[src/rtl/permutation_ctrl_if.sv]
// Control bus between the permutation round controller and its user.
// The user (master) launches permutations; the controller (slave) drives
// the round index and the datapath steering/enable signals.
interface permutation_ctrl_if;
    logic       start_i;
    logic       mode_i;
    logic [3:0] round_o;
    logic       data_sel_o;
    logic       en_reg_state_o;
    logic       busy_o;
    logic       done_o;

    modport master (
        output start_i,
        output mode_i,
        input  round_o,
        input  data_sel_o,
        input  en_reg_state_o,
        input  busy_o,
        input  done_o
    );

    modport slave (
        input  start_i,
        input  mode_i,
        output round_o,
        output data_sel_o,
        output en_reg_state_o,
        output busy_o,
        output done_o
    );
endinterface

[src/rtl/permutation_ctrl.sv]
// Round controller for an iterated permutation (p^a / p^b).
// Sequences the round index and steers the state register: the first
// enabled cycle loads the external state, later cycles feed back the
// registered state, and a one-cycle done pulse marks the final value.
// All outputs are registered and are a pure function of state and cnt.
module permutation_ctrl #(
    parameter int unsigned NB_ROUNDS_A = 12,
    parameter int unsigned NB_ROUNDS_B = 6
) (
    input logic               clock_i,
    input logic               resetb_i,
    permutation_ctrl_if.slave bus
);

    localparam logic [3:0] LastRound  = 4'(NB_ROUNDS_A - 1);
    localparam logic [3:0] FirstRndB  = 4'(NB_ROUNDS_A - NB_ROUNDS_B);

    typedef enum logic [1:0] {StIdle, StFirst, StRound, StDone} state_t;

    state_t     state;
    logic [3:0] cnt;
    logic [3:0] round;
    logic       data_sel;
    logic       en_reg_state;
    logic       busy;
    logic       done;

    // FSM, round counter and registered Moore outputs; each branch sets
    // the outputs belonging to the state being entered.
    always_ff @(posedge clock_i or negedge resetb_i) begin
        if (!resetb_i) begin
            state        <= StIdle;
            cnt          <= 4'd0;
            round        <= 4'd0;
            data_sel     <= 1'b0;
            en_reg_state <= 1'b0;
            busy         <= 1'b0;
            done         <= 1'b0;
        end else begin
            unique case (state)
                StIdle: begin
                    if (bus.start_i) begin
                        state        <= StFirst;
                        cnt          <= bus.mode_i ? FirstRndB : 4'd0;
                        round        <= bus.mode_i ? FirstRndB : 4'd0;
                        data_sel     <= 1'b0;
                        en_reg_state <= 1'b1;
                        busy         <= 1'b1;
                        done         <= 1'b0;
                    end
                end
                StFirst: begin
                    state        <= StRound;
                    cnt          <= cnt + 4'd1;
                    round        <= cnt + 4'd1;
                    data_sel     <= 1'b1;
                    en_reg_state <= 1'b1;
                    busy         <= 1'b1;
                    done         <= 1'b0;
                end
                StRound: begin
                    if (cnt == LastRound) begin
                        // Counter holds at the last round so round_o stays valid during done.
                        state        <= StDone;
                        en_reg_state <= 1'b0;
                        done         <= 1'b1;
                    end else begin
                        cnt          <= cnt + 4'd1;
                        round        <= cnt + 4'd1;
                        en_reg_state <= 1'b1;
                        done         <= 1'b0;
                    end
                    data_sel <= 1'b1;
                    busy     <= 1'b1;
                end
                StDone: begin
                    state        <= StIdle;
                    cnt          <= 4'd0;
                    round        <= 4'd0;
                    data_sel     <= 1'b0;
                    en_reg_state <= 1'b0;
                    busy         <= 1'b0;
                    done         <= 1'b0;
                end
                default: begin
                    state        <= StIdle;
                    cnt          <= 4'd0;
                    round        <= 4'd0;
                    data_sel     <= 1'b0;
                    en_reg_state <= 1'b0;
                    busy         <= 1'b0;
                    done         <= 1'b0;
                end
            endcase
        end
    end

    // Drive the bus straight from the output registers.
    always_comb begin
        bus.round_o        = round;
        bus.data_sel_o     = data_sel;
        bus.en_reg_state_o = en_reg_state;
        bus.busy_o         = busy;
        bus.done_o         = done;
    end

endmodule

[src/flat_wrapper.sv]
// flat-port wrapper written by rule: the top's interface ports become plain ports
module permutation_ctrl_flat 
#(
    parameter int unsigned NB_ROUNDS_A = 12,
    parameter int unsigned NB_ROUNDS_B = 6
)
  (clock_i, resetb_i, bus_start_i, bus_mode_i, bus_round_o, bus_data_sel_o, bus_en_reg_state_o, bus_busy_o, bus_done_o);
  permutation_ctrl_if bus_i ();
  input logic clock_i;
  input logic resetb_i;
  input wire logic [$bits(bus_i.start_i)-1:0] bus_start_i;
  input wire logic [$bits(bus_i.mode_i)-1:0] bus_mode_i;
  output wire logic [$bits(bus_i.round_o)-1:0] bus_round_o;
  output wire logic [$bits(bus_i.data_sel_o)-1:0] bus_data_sel_o;
  output wire logic [$bits(bus_i.en_reg_state_o)-1:0] bus_en_reg_state_o;
  output wire logic [$bits(bus_i.busy_o)-1:0] bus_busy_o;
  output wire logic [$bits(bus_i.done_o)-1:0] bus_done_o;
  assign bus_i.start_i = bus_start_i;
  assign bus_i.mode_i = bus_mode_i;
  assign bus_round_o = bus_i.round_o;
  assign bus_data_sel_o = bus_i.data_sel_o;
  assign bus_en_reg_state_o = bus_i.en_reg_state_o;
  assign bus_busy_o = bus_i.busy_o;
  assign bus_done_o = bus_i.done_o;
  permutation_ctrl #(.NB_ROUNDS_A(NB_ROUNDS_A), .NB_ROUNDS_B(NB_ROUNDS_B)) u_core (.clock_i(clock_i), .resetb_i(resetb_i), .bus(bus_i));
endmodule
[config.mk]
export PLATFORM = sky130hd
export DESIGN_NAME = permutation_ctrl_flat
export DESIGN_NICKNAME = d
export VERILOG_FILES = /design/src/rtl/permutation_ctrl_if.sv /design/src/rtl/permutation_ctrl.sv /design/src/flat_wrapper.sv
export SDC_FILE = /design/constraint.sdc
export NUM_CORES = 1
export LEC_CHECK = 0
export ABC_AREA = 1
export BUFFER_PORTS_ARGS = -buffer_cell sky130_fd_sc_hd__buf_2
export CAP_MARGIN = 15
export CORE_UTILIZATION = 30
export CTS_CLUSTER_SIZE = 28
export DETAILED_ROUTE_END_ITERATION = 10
export PLACE_DENSITY = 0.48
export SYNTH_ARGS = -nofsm -noshare
export SYNTH_HDL_FRONTEND = slang
export SYNTH_SLANG_ARGS = --single-unit
[constraint.sdc]
create_clock -name clock_i -period 2.3 [get_ports clock_i]
set_input_delay 0.115 -clock clock_i [delete_from_list [all_inputs] [get_ports clock_i]]
set_output_delay 0.115 -clock clock_i [all_outputs]
set_load 0.01 [all_outputs]
==> results.yml <==
status:
  status: "completed"
setup_path:
  critPathMaxFanout: 8
  rr_startpoint: "u_core.state[0]"
  path_class: "register to register"
  cp-end-kind: "register"
  required_ps: 2440
  critPathMaxStageDelay_ps: 380
  cp_data_arrival_time_ps: 1470
  crit_start: "u_core.state[0]"
  slowest_stage: "dfrtp_1"
  startpoint_type: "register"
  cp_cell_sequence: "inv_1 -> ha_1 -> inv_1 -> nor2_4 -> inv_2 -> nand2_4 -> inv_2 -> nand2_1 -> nand2_1"
min_path:
  hold_class: "input pin to register"
  min-delay-start: "bus_start_i"
timing:
  fmax_mhz: 756
  clock_skew_ps: 0.276
  worst_pin_slew_ps: 213
  setup_viol: 0
  finalHoldViolations: 0
  relSlewSlack: 0.858
  layout_setup_ws_ps: 978
  whs_ps: 164
  fin_tns_setup_ps: 0
  rsz0062_at_grt: "no"
  post-route-period-util: 0.575
  slew_viol_final: 0
  min_period_ps: 1320
detailed_routing:
  first_pass_iters: 4
  wl_um: 1000
  ant_nets: 0
  drtIter0Drc: 4
  vias: 468
  vias_per_cell: 4.37
  wl_per_cell_um: 9.36
  drc_errors: 0
placement:
  place_area_um2: 639
  placed_cells: 103
  preCtsSetupSlack_ps: 968
  numPortBuffers: 11
  dp_hpwl_um: 781
  gp_congestion: 0.738
yosys:
  yosysUniqueCellTypes: 16
  synth_compound_area_frac: 0.0747
  synth_top_family_by_area: "simple AND/OR/NAND/NOR gates"
  avgSynthCellArea_um2: 8.25
  synthTopCellsByArea: "dfrtp_1 45%, nand2_1 13%, ha_1 11%, inv_1 6.1%, nand3_1 2.7%"
  yosysTopAreaCell: "dfrtp_1"
  synthMuxAreaShare: 0
  ys_warn_count: 0
  synth_simple_gate_area_share: 0.278
  yosysSeqAreaShare: 0.452
  netlist_area_um2: 553
  synth_fp_nets: 76
  synthCells: 67
  ys_seq_elements: 10
  yosys.area_share.adder: 0.113
  synth_top_area_frac: 0.452
  synth_xor_xnor_area_share: 0
clock_network:
  cts_root_buf: "clkbuf_4"
  numCtsBuffers: 3
  post_cts_buffers: 0
  clkTransAtPathRegs_ps: 60
  htree_num_levels: 1
  insertion_delay_ps: 250
  cts_buffer_depth: 2
  clock_sinks: 10
  cts_tree: "built"
power:
  p_per_area_nw_per_um2: 1290
  ir_drop_mv: 0.439
  p_leak_nw: 0.366
die:
  rows: 15
  die_h_um: 44.9
  die_w_um: 44.9
  design.core.area_um2: 1730
  initial_core_util: 0.320
  die_area_um2: 2020
  pin_count: 12
grt:
  grt_pass1_vias: 382
  antenna_found_initial: 0
  grt_overflow: 0
  grt_pass1_wl_um: 1660
  grt_max_degree: 11
  grt_util_all_layers: 0.118
finish:
  final_cell_area_um2: 672
  diodes: 0
  fillers: 194
  drive_gt1_frac: 0.244
  fin_cells: 107
  final_nets: 93
  syn_to_final_growth_pct: 21.5
flow_run:
  maxCapViolations: 0
[per-stage QoR]
stage | util | power [mW]
detailed placement | 0.370 | 0.761
global route | 0.389 | 0.954
floorplan | - | 0.622
finish | 0.389 | 0.865
global placement | 0.370 | 0.765
CTS | 0.389 | 0.880
[kinds of logic after synthesis]
logic type	count (synthesis)
and+or+nand+nor	32
DFF	10
AOI/OAI and AO/OA	8
adders and majority gates	5
buffers and inverters	12
[per-layer routing]
layer	global-route usage	up-vias	share of wire
met5	0	-	0
met1	0.184	215	0.52
li1	-	244	-
met4	0.0909	0	0.012
met2	0.142	7	0.43
met3	0.0120	2	0.038
[critical path: cells and delay by family (launching register included)]
family / cells / cell delay [ps]
simple gates: 4 / 380
flops: 1 / 380
fa+ha+maj: 1 / 160
buf+inv: 4 / 300
[power by group]
part	switching (mW)	leakage, nW	internal, mW
Sequential	0.0650	0.122	0.253
Clock	0.0508	0.0138	0.0599
Combinational	0.271	0.230	0.165
Total	0.386	0.366	0.478
[Yosys cell counts]
master / n
nor2_4: 1
o21ai_0: 3
ha_1: 5
inv_1: 9
nand3_1: 3
nand4_1: 2
a31oi_1: 1
nor2_1: 4
nor3_1: 1
nand2_1: 19
dfrtp_1: 10
o21ai_1: 3
a21oi_1: 1
nand2_4: 1
nand4_2: 1
inv_2: 3
[timing repair]
| action | in CTS | in global routing |
|---|---|---|
| gates resized for setup | 0 | 0 |
| hold endpoints to repair | 10 | 0 |
| hold buffers | 1 | 0 |
[final cells by class]
type	count	area (um2)	area share
multi-input combinational	45	258	0.384
inverter	12	45.0	0.0670
tap	25	31.3	0.0466
clock buffer	3	22.5	0.0335
timing repair buffer	12	65.1	0.0968
sequential	10	250	0.372
[flip-flops by register name (all words and copies together), names as in the netlist]
name                       count
u_core.bus.data_sel_o          1
u_core.bus.en_reg_state_o      1
u_core.bus.round_o             4
u_core.bus.busy_o              1
u_core.state                   2
u_core.bus.done_o              1
[path summary, 6_finish.rpt]
path	endpoint	slack, ps	depth (start not counted)
max reg2reg	u_core.bus.round_o[2]	980	9
min	u_core.bus.en_reg_state_o	160	4
min in group asynchronous	u_core.bus.busy_o	240	2
max in group asynchronous	u_core.bus.round_o[2]	1880	2
min reg2reg	u_core.bus.busy_o	490	2
max	u_core.bus.round_o[2]	980	9
[placed cells by master (no fill, tap or decap), types with 2 or more instances in the layout]
cell type / Yosys / final
ha_1: 5 / 5
inv_1: 9 / 9
dfrtp_1: 10 / 10
nor2_1: 4 / 4
inv_2: 3 / 3
clkbuf_4: 0 / 3
o21ai_0: 3 / 3
o21ai_1: 3 / 3
nand4_1: 2 / 2
buf_2: 0 / 11
nand2_1: 19 / 19
nand3_1: 3 / 3
(Power assumes the default switching activity.)
